### config.mk
export PLATFORM = sky130hd
export DESIGN_NAME = mem_access_unit
export DESIGN_NICKNAME = d
export VERILOG_FILES = /design/src/rtl/mem_access_unit.sv
export SDC_FILE = /design/constraint.sdc
export NUM_CORES = 1
export LEC_CHECK = 0
export BUFFER_PORTS_ARGS = -buffer_cell sky130_fd_sc_hd__buf_2
export CAP_MARGIN = 20
export CORE_MARGIN = 10
export CORE_UTILIZATION = 56
export DETAILED_ROUTE_END_ITERATION = 12
export PLACE_DENSITY = 0.84
export REMOVE_ABC_BUFFERS = 1
export SETUP_SLACK_MARGIN = 0.05
export SKIP_CTS_REPAIR_TIMING = 1
export SLEW_MARGIN = 5
export SYNTH_ARGS = -nofsm -noshare
export SYNTH_HDL_FRONTEND = slang
export SYNTH_SLANG_ARGS = --single-unit
### constraint.sdc
create_clock -name clk -period 4.7 [get_ports clk]
set_clock_uncertainty 0.15 [all_clocks]
set_input_delay 0.94 -clock clk [delete_from_list [all_inputs] [get_ports clk]]
set_output_delay 0.94 -clock clk [all_outputs]
set_load 0.01 [all_outputs]
### src/rtl/mem_access_unit.sv
// Load/store sequencer in front of a word-wide data memory.
// Sub-word stores use read-modify-write. Rejected accesses never reach memory.
module mem_access_unit #(
    parameter int unsigned MEM_BYTES = 64
) (
    input  logic        clk,
    input  logic        rst_n,
    input  logic        req,
    input  logic        we,
    input  logic [1:0]  size,
    input  logic        sext,
    input  logic [31:0] addr,
    input  logic [31:0] wdata,
    output logic        busy,
    output logic        done,
    output logic        fault,
    output logic [1:0]  fault_cause,
    output logic [31:0] rdata,
    output logic [31:0] mem_addr,
    output logic [31:0] mem_wdata,
    output logic        mem_rw,
    input  logic [31:0] mem_rdata
);

    localparam logic [2:0] S_IDLE   = 3'd0;
    localparam logic [2:0] S_RD     = 3'd1;
    localparam logic [2:0] S_RMW_RD = 3'd2;
    localparam logic [2:0] S_WR     = 3'd3;
    localparam logic [2:0] S_FIN    = 3'd4;
    localparam logic [2:0] S_ERR    = 3'd5;

    localparam logic [1:0] CAUSE_NONE  = 2'b00;
    localparam logic [1:0] CAUSE_ALIGN = 2'b01;
    localparam logic [1:0] CAUSE_RANGE = 2'b10;

    logic [2:0]  r_state;
    logic [1:0]  r_size;
    logic        r_sext;
    logic [1:0]  r_lo;
    logic [15:0] r_wdata;
    logic [31:0] r_mem_addr;
    logic [31:0] r_mem_wdata;
    logic [31:0] r_rdata;
    logic        r_busy;
    logic        r_done;
    logic        r_fault;
    logic [1:0]  r_fault_cause;
    logic        r_mem_rw;

    logic [2:0]  w_state_nxt;
    logic [1:0]  w_size_nxt;
    logic        w_sext_nxt;
    logic [1:0]  w_lo_nxt;
    logic [15:0] w_wdata_nxt;
    logic [31:0] w_mem_addr_nxt;
    logic [31:0] w_mem_wdata_nxt;
    logic [31:0] w_rdata_nxt;
    logic        w_busy_nxt;
    logic        w_done_nxt;
    logic        w_fault_nxt;
    logic [1:0]  w_fault_cause_nxt;
    logic        w_mem_rw_nxt;

    logic [1:0]  w_last_off;
    logic [32:0] w_end;
    logic        w_misaligned;
    logic        w_out_of_range;

    // Extract the addressed lane and extend it into a full word.
    function automatic logic [31:0] f_extract(
        input logic [31:0] word,
        input logic [1:0]  sz,
        input logic [1:0]  lo,
        input logic        sx
    );
        logic [7:0]  b;
        logic [15:0] h;
        logic [31:0] res;
        case (lo)
            2'd0:    b = word[7:0];
            2'd1:    b = word[15:8];
            2'd2:    b = word[23:16];
            default: b = word[31:24];
        endcase
        h = lo[1] ? word[31:16] : word[15:0];
        case (sz)
            2'b00:   res = {{24{sx & b[7]}}, b};
            2'b01:   res = {{16{sx & h[15]}}, h};
            default: res = word;
        endcase
        return res;
    endfunction

    // Replace the addressed lane of the old word with the low store bits.
    function automatic logic [31:0] f_merge(
        input logic [31:0] word,
        input logic [15:0] wd,
        input logic [1:0]  sz,
        input logic [1:0]  lo
    );
        logic [31:0] res;
        res = word;
        if (sz == 2'b00) begin
            case (lo)
                2'd0:    res[7:0]   = wd[7:0];
                2'd1:    res[15:8]  = wd[7:0];
                2'd2:    res[23:16] = wd[7:0];
                default: res[31:24] = wd[7:0];
            endcase
        end else if (sz == 2'b01) begin
            if (lo[1]) res[31:16] = wd;
            else       res[15:0]  = wd;
        end
        return res;
    endfunction

    // Request legality, evaluated in 33 bits so a high address cannot wrap.
    assign w_last_off     = (size == 2'b00) ? 2'd0 : ((size == 2'b01) ? 2'd1 : 2'd3);
    assign w_end          = {1'b0, addr} + 33'(w_last_off);
    assign w_out_of_range = (w_end >= 33'(MEM_BYTES));
    assign w_misaligned   = ((size == 2'b01) && addr[0]) ||
                            (size[1] && (addr[1:0] != 2'b00));

    always_ff @(posedge clk or negedge rst_n) begin
        if (!rst_n) begin
            r_state       <= S_IDLE;
            r_size        <= 2'b00;
            r_sext        <= 1'b0;
            r_lo          <= 2'b00;
            r_wdata       <= 16'd0;
            r_mem_addr    <= 32'd0;
            r_mem_wdata   <= 32'd0;
            r_rdata       <= 32'd0;
            r_busy        <= 1'b0;
            r_done        <= 1'b0;
            r_fault       <= 1'b0;
            r_fault_cause <= CAUSE_NONE;
            r_mem_rw      <= 1'b0;
        end else begin
            r_state       <= w_state_nxt;
            r_size        <= w_size_nxt;
            r_sext        <= w_sext_nxt;
            r_lo          <= w_lo_nxt;
            r_wdata       <= w_wdata_nxt;
            r_mem_addr    <= w_mem_addr_nxt;
            r_mem_wdata   <= w_mem_wdata_nxt;
            r_rdata       <= w_rdata_nxt;
            r_busy        <= w_busy_nxt;
            r_done        <= w_done_nxt;
            r_fault       <= w_fault_nxt;
            r_fault_cause <= w_fault_cause_nxt;
            r_mem_rw      <= w_mem_rw_nxt;
        end
    end

    // Next state plus next values of all registered outputs.
    always_comb begin
        w_state_nxt       = r_state;
        w_size_nxt        = r_size;
        w_sext_nxt        = r_sext;
        w_lo_nxt          = r_lo;
        w_wdata_nxt       = r_wdata;
        w_mem_addr_nxt    = r_mem_addr;
        w_mem_wdata_nxt   = r_mem_wdata;
        w_rdata_nxt       = r_rdata;
        w_fault_cause_nxt = CAUSE_NONE;

        case (r_state)
            S_IDLE: begin
                if (req) begin
                    w_size_nxt     = size;
                    w_sext_nxt     = sext;
                    w_lo_nxt       = addr[1:0];
                    w_wdata_nxt    = wdata[15:0];
                    w_mem_addr_nxt = {addr[31:2], 2'b00};
                    if (w_misaligned) begin
                        w_state_nxt       = S_ERR;
                        w_fault_cause_nxt = CAUSE_ALIGN;
                    end else if (w_out_of_range) begin
                        w_state_nxt       = S_ERR;
                        w_fault_cause_nxt = CAUSE_RANGE;
                    end else if (!we) begin
                        w_state_nxt = S_RD;
                    end else if (size[1]) begin
                        w_state_nxt     = S_WR;
                        w_mem_wdata_nxt = wdata;
                    end else begin
                        w_state_nxt = S_RMW_RD;
                    end
                end
            end
            S_RD: begin
                w_rdata_nxt = f_extract(mem_rdata, r_size, r_lo, r_sext);
                w_state_nxt = S_FIN;
            end
            S_RMW_RD: begin
                w_mem_wdata_nxt = f_merge(mem_rdata, r_wdata, r_size, r_lo);
                w_state_nxt     = S_WR;
            end
            S_WR:    w_state_nxt = S_FIN;
            S_FIN:   w_state_nxt = S_IDLE;
            S_ERR:   w_state_nxt = S_IDLE;
            default: w_state_nxt = S_IDLE;
        endcase

        w_busy_nxt   = (w_state_nxt != S_IDLE);
        w_mem_rw_nxt = (w_state_nxt == S_WR);
        w_done_nxt   = (w_state_nxt == S_FIN) || (w_state_nxt == S_ERR);
        w_fault_nxt  = (w_state_nxt == S_ERR);
    end

    assign busy        = r_busy;
    assign done        = r_done;
    assign fault       = r_fault;
    assign fault_cause = r_fault_cause;
    assign rdata       = r_rdata;
    assign mem_addr    = r_mem_addr;
    assign mem_wdata   = r_mem_wdata;
    assign mem_rw      = r_mem_rw;

endmodule

==> impl_metrics.py, run 1 <==
metrics = {
    "cts": {
        "htreeDepth": 4,
        "path_clk_slew_ps": 50,
        "cts_tree": "done",
        "clock_latency_ps": 410,
        "root_buffer": "clkbuf_16",
        "cts.sinks": 124,
        "numCtsBuffers": 17,
        "cts.path.max_buffers": 2,
    },
    "floorplan": {
        "die_w_um": 127.7,
        "std_cell_rows": 39,
        "io_pins": 205,
        "die_area_um2": 16310,
        "die_h_um": 127.7,
        "fp.coreArea_um2": 11370,
        "start_util_pct": 57.14,
    },
    "power": {
        "fin_total_pwr_mw": 4.581,
        "powerDensity_nw_per_um2": 564.5,
        "vdd_drop_max_mv": 0.3616,
        "power.leakage_nw": 4.147,
    },
    "place": {
        "numPortBuffers": 202,
        "dp_slack_ps": 449.0,
        "gp_congestion": 0.9480,
        "dp.final_hpwl_um": 15800,
        "dp_cells": 1049,
    },
    "detailed_routing": {
        "viasPerCell": 6.027,
        "post_drt_wl_per_cell_um": 20.03,
        "first_pass_iters": 5,
        "dr_total_vias": 6515,
        "wirelength_um": 21650,
        "remaining_drc_errors": 0,
        "ant_nets": 0,
        "drt_iter0_drc": 743,
    },
    "timing": {
        "fin_ws_ps": 831.0,
        "report.final.slew_viol_count": 0,
        "worst_pin_slew_ps": 1036,
        "setup-tns-final_ps": 0,
        "layout_min_cycle_time_ps": 3869,
        "rsz0062_at_grt": "false",
        "max_slew_margin_pct": 30.69,
        "fin_crit_sh_pct": 82.32,
        "hold_viol": 0,
        "achievable-frequency_mhz": 258.5,
        "finalSetupViolations": 0,
    },
    "yosys": {
        "synth_fa_ha_area_share_pct": 0.6934,
        "synth_top_area_cell": "dfrtp_1",
        "yosysMostFrequentCell": "nand2_1",
        "netlist.area_leader.share_pct": 47.77,
        "ys_types": 63,
        "ys_top_cells_by_count": "nand2_1, dfrtp_1, a21oi_1",
        "synthMuxAreaShare_pct": 5.374,
        "synth_top_family_by_area": "simple AND/OR/NAND/NOR gates",
        "synth-edff-count": 0,
        "syn_avg_cell_area_um2": 8.779,
        "netlist_instances": 740,
        "synth_compound_area_share_pct": 17.74,
        "async_flop_share_pct": 100.0,
        "synthXorXnorAreaFrac_pct": 0.1348,
        "synthFlopType": "dfrtp_1",
        "synth.area.top_cells": "dfrtp_1, nand2_1, mux2i_1",
        "ys_ff_latch": 124,
        "synth_area_um2": 6496,
        "synth-simple-area-share_pct": 24.17,
        "yosysWarnings": 0,
        "ys_seq_area_share_pct": 47.77,
    },
    "worst_setup_path": {
        "crit_path_end": "mem_wdata[12]",
        "arrival_ps": 4010,
        "worstPathMaxFanout": 10,
        "rr_worst_depth": 7,
        "regToRegEndpoint": "mem_wdata[12]",
        "worstSetupStartpoint": "size[1]",
        "end_kind": "flip-flop",
        "worstPathRequired_ps": 4840,
        "regToRegSetupSlack_ps": 1610,
        "critPathKind": "primary input to flip-flop",
        "r2r-start": "r_size[1]",
        "startpoint_type": "primary input",
    },
    "cells_and_area": {
        "multi_input_area_um2": 3136,
        "fillers": 880,
        "finalNonFillerCells": 1081,
        "drive_above_1_share_pct": 27.96,
        "area_growth_pct": 24.90,
        "fin_nets": 1032,
        "register_area_um2": 3103,
        "final_core_util_pct": 71.37,
    },
    "global_routing": {
        "antenna_found_initial": 4,
        "grt_pass1_vias": 6587,
        "grt.overflow.total": 0,
        "grt_start_max_net_pins": 64,
        "grt_pass1_wl_um": 34430,
        "grtUsageTotal_pct": 26.12,
    },
    "job": {
        "maxCapViolations": 0,
    },
    "status": {
        "status": "completed",
    },
    "hold_path": {
        "hold_path_class": "flip-flop to flip-flop",
        "hp-start": "mem_addr[6]",
    },
}
## per-stage QoR
step / cell area (µm²) / hold WS, ps
finish: 8114 / 314.7
global route: 8114 / 337.4
CTS: 8104 / 319.8
detailed placement: 7556 / 307.1
global placement: 7556 / 304.4
floorplan: 6289 / 291.3
## routing by layer
layer / global-route usage (%) / share of wire [%] / vias to the layer above
met5: 0 / 0.14 / -
met4: 10.07 / 3.3 / 6
met3: 10.59 / 11 / 67
met2: 42.76 / 47 / 366
met1: 30.05 / 38 / 3085
li1: - / - / 2991
## worst max-delay path: stages
cell and delay, ps:
buf_2 180, or2_2 140, ha_1 170, fa_1 210, nand3_2 150, nor4_2 780
nand3_1 150, a211oi_1 250, and4_2 300, and4_1 220, o21ai_2 140, a221o_1 400
## cells in the final DEF, fill, tap and decap left out, types with 6 or more instances in the layout
cell type  instances
a211oi_1          20
a21oi_1           44
a221o_1            8
a221oi_1           7
a222oi_1           7
a22oi_1            8
buf_2            201
buf_4              9
clkbuf_16         17
clkinv_2           6
dfrtp_1          124
inv_1             14
mux2i_1           27
nand2_1          207
nand3_1           16
nand4_1            7
nor2_1            43
nor2b_1           21
nor3_1             8
nor4_1             6
o21ai_0           42
o221ai_1           8
o22ai_1            8
or3_1              6
## power breakdown
| part | total, mW | leakage, nW | internal, mW | switching [mW] |
|---|---|---|---|---|
| combinational | 1.59 | 2.37 | 0.590 | 1.00 |
| sequential | 1.75 | 1.50 | 1.44 | 0.309 |
| clock | 1.24 | 0.272 | 0.781 | 0.461 |
| total | 4.58 | 4.15 | 2.81 | 1.77 |
## how the worst min path moves through the flow
| stage | endpoint | slack, ps | cells past startpoint |
|---|---|---|---|
| after floorplan | busy | 290 | 1 |
| after global placement | mem_addr[15] | 300 | 2 |
| after detailed placement | mem_addr[15] | 310 | 2 |
| after CTS | mem_addr[2] | 320 | 2 |
| after global routing | mem_addr[2] | 340 | 2 |
| final | mem_addr[6] | 310 | 2 |
## flip-flops by register name (all words and copies together), names as in the netlist, 2 cells and up
register,cells
mem_wdata,32
rdata,32
mem_addr,30
r_wdata,16
r_state,3
fault_cause,2
r_lo,2
r_size,2
## logic make-up (layout without fill, tap and decap cells)
kind of cell	count (synthesis)	after routing
XOR/XNOR	1	1
other	1	3
AND/OR/NAND/NOR	346	346
AO/OA/AOI/OAI	173	173
flip-flops	124	124
adder cells (fa/ha/maj)	3	3
multiplexers	33	33
buffers and inverters	59	255
## layout make-up
class	instances	share of cell area (%)
antenna	1	0.03084
clock buffer	21	5.551
clock inverter	9	1.203
inverter	14	0.6476
multi-input combinational	558	38.64
sequential	124	38.24
tap	143	2.205
timing repair buffer	211	13.48
No activity file was read; power rests on OpenSTA's default activity.
==> run 2, diff against run 1 <==
Settings changed: ABC_AREA from default to 1, CORE_UTILIZATION 56 to 53, PLACE_DENSITY 0.84 to 0.78.
Clock period 4.7 ns to 4 ns, I/O delays scaled along.
==> run 2 against run 1 <==
Non-clock buffer count decreased by 1. Combinational power increased by 50%. First-iteration DRC count increased by 7.1%. Synthesized cell count increased by 43%. Sequential cell count unchanged. Synthesized area increased by 13%. Worst setup slack got worse by 71 ps. Total power increased by 33%. Core utilization decreased by 3.4 points. Worst hold slack got worse by 190 ps. Largest power group is now combinational logic. Highest routed layer unchanged.
==> impl_metrics.py, run 2 <==
metrics = {
    "status": {
        "status": "completed",
    },
    "worst_setup_path": {
        "worstPathMaxFanout": 33,
        "startpoint_type": "primary input",
        "arrival_ps": 3450,
        "worstSetupStartpoint": "size[1]",
        "r2r-start": "r_size[1]",
        "worstPathRequired_ps": 4210,
        "end_kind": "flip-flop",
        "critPathKind": "primary input to flip-flop",
    },
    "global_routing": {
        "grt.overflow.total": 0,
        "grt_pass1_vias": 7957,
        "antenna_found_initial": 4,
        "grt_pass1_wl_um": 40480,
        "grtUsageTotal_pct": 27.12,
        "grt_start_max_net_pins": 97,
    },
    "yosys": {
        "async_flop_share_pct": 100.0,
        "syn_avg_cell_area_um2": 6.941,
        "ys_seq_area_share_pct": 42.34,
        "ys_types": 35,
        "synth_top_area_cell": "dfrtp_1",
        "synthFlopType": "dfrtp_1",
        "ys_ff_latch": 124,
        "synth_area_um2": 7330,
        "netlist.area_leader.share_pct": 42.34,
        "synth.area.top_cells": "dfrtp_1, nand2_1, o21ai_0",
        "netlist_instances": 1056,
        "ys_top_cells_by_count": "nand2_1, inv_1, o21ai_0",
        "yosysWarnings": 0,
        "yosysMostFrequentCell": "nand2_1",
        "synth-edff-count": 0,
    },
    "cts": {
        "cts.path.max_buffers": 2,
        "path_clk_slew_ps": 50,
        "clock_latency_ps": 430,
        "cts_tree": "done",
        "root_buffer": "clkbuf_16",
        "htreeDepth": 4,
        "cts.sinks": 124,
        "numCtsBuffers": 17,
    },
    "floorplan": {
        "start_util_pct": 54.70,
        "die_w_um": 137.6,
        "std_cell_rows": 42,
        "die_h_um": 137.6,
        "io_pins": 205,
        "die_area_um2": 18930,
        "fp.coreArea_um2": 13400,
    },
    "timing": {
        "hold_viol": 0,
        "rsz0062_at_grt": "false",
        "setup-tns-final_ps": 0,
        "finalSetupViolations": 0,
        "fin_hold_ws_ps": 122.3,
        "fin_crit_sh_pct": 80.99,
        "layout_min_cycle_time_ps": 3240,
        "worst_pin_slew_ps": 875.5,
        "fin_ws_ps": 760.3,
        "report.final.slew_viol_count": 0,
        "max_slew_margin_pct": 41.49,
        "achievable-frequency_mhz": 308.7,
    },
    "cells_and_area": {
        "final_area_um2": 9109,
        "final_core_util_pct": 67.97,
        "drive_above_1_share_pct": 20.54,
        "final_cell_mix": "nand2_1, buf_2, inv_1",
        "fin_nets": 1344,
        "fillers": 1214,
        "finalNonFillerCells": 1430,
        "area_growth_pct": 24.27,
        "layout_commonest_cell": "nand2_1",
    },
    "detailed_routing": {
        "dr_total_vias": 8012,
        "ant_nets": 0,
        "first_pass_iters": 6,
        "wirelength_um": 26010,
        "viasPerCell": 5.603,
        "remaining_drc_errors": 0,
        "drt_iter0_drc": 796,
        "post_drt_wl_per_cell_um": 18.19,
    },
    "power": {
        "fin_total_pwr_mw": 6.103,
        "power.leakage_nw": 4.744,
        "vdd_drop_max_mv": 0.3626,
        "powerDensity_nw_per_um2": 670.0,
    },
    "place": {
        "dp_slack_ps": 300.7,
        "gp_congestion": 0.9485,
        "dp_cells": 1395,
        "numPortBuffers": 202,
        "dp.final_hpwl_um": 19370,
        "placed_cell_area_um2": 8451,
    },
    "hold_path": {
        "hold_path_class": "primary input to async pin",
    },
    "job": {
        "maxCapViolations": 0,
    },
}
==> run 2: path summary, 6_finish.rpt <==
path / end / slack (ps) / cells after the start
setup / recovery: mem_wdata[17] / 760 / 20
min in group clk: mem_addr[26] / 330 / 2
hold / removal: rdata[20] / 120 / 1
setup reg to reg: mem_wdata[0] / 1130 / 9
max in group asynchronous: r_wdata[7] / 2760 / 2
hold reg to reg: mem_addr[26] / 330 / 2
==> run 2: critical path, cell delays in order <==
cell and delay [ps]:
buf_2 140, inv_1 70, nand2_1 80, ha_1 230, fa_1 220, nand2_1 70
nor2_2 170, nand2_2 120, nor2_2 180, nand3_1 90, nand2_1 90, nand2_1 50
nor2_1 100, nand2_1 60, nor2_1 80, nand3_1 160, nand3b_4 210, nand2_4 310
nand2_1 120, nand2_1 80
==> run 2: cell type report <==
class                      count  area (µm²)  area share, %
antenna                        3       7.507        0.08242
clock buffer                  21       460.4          5.055
clock inverter                11       190.2          2.088
inverter                     142       533.0          5.852
multi-input combinational    743        3508          38.52
sequential                   124        3103          34.07
tap                          176       220.2          2.418
timing repair buffer         210        1086          11.92
==> run 2: cells by family (layout without fill, tap and decap cells) <==
family	after synthesis	in the layout	share of synthesized area (%)
AO/OA/AOI/OAI	263	263	20.31
adder cells (fa/ha/maj)	3	3	0.6145
AND/OR/NAND/NOR	474	474	26.37
XOR/XNOR	1	1	0.1195
other	1	5	0.05116
buffers and inverters	190	384	10.19
flip-flops	124	124	42.34
==> run 2: routing by layer <==
metal / part of all wire, % / up-vias / GRT usage [%]
met4: 3.6 / 4 / 12.18
met2: 46 / 409 / 43.88
met1: 39 / 3683 / 31.99
met5: 0.12 / - / 0
met3: 11 / 82 / 9.141
li1: - / 3834 / -
==> run 2: where the power goes <==
group          switching [mW]  total [mW]  internal (mW)
combinational            1.60        2.39          0.792
sequential              0.297        2.01           1.71
clock                   0.568        1.70           1.14
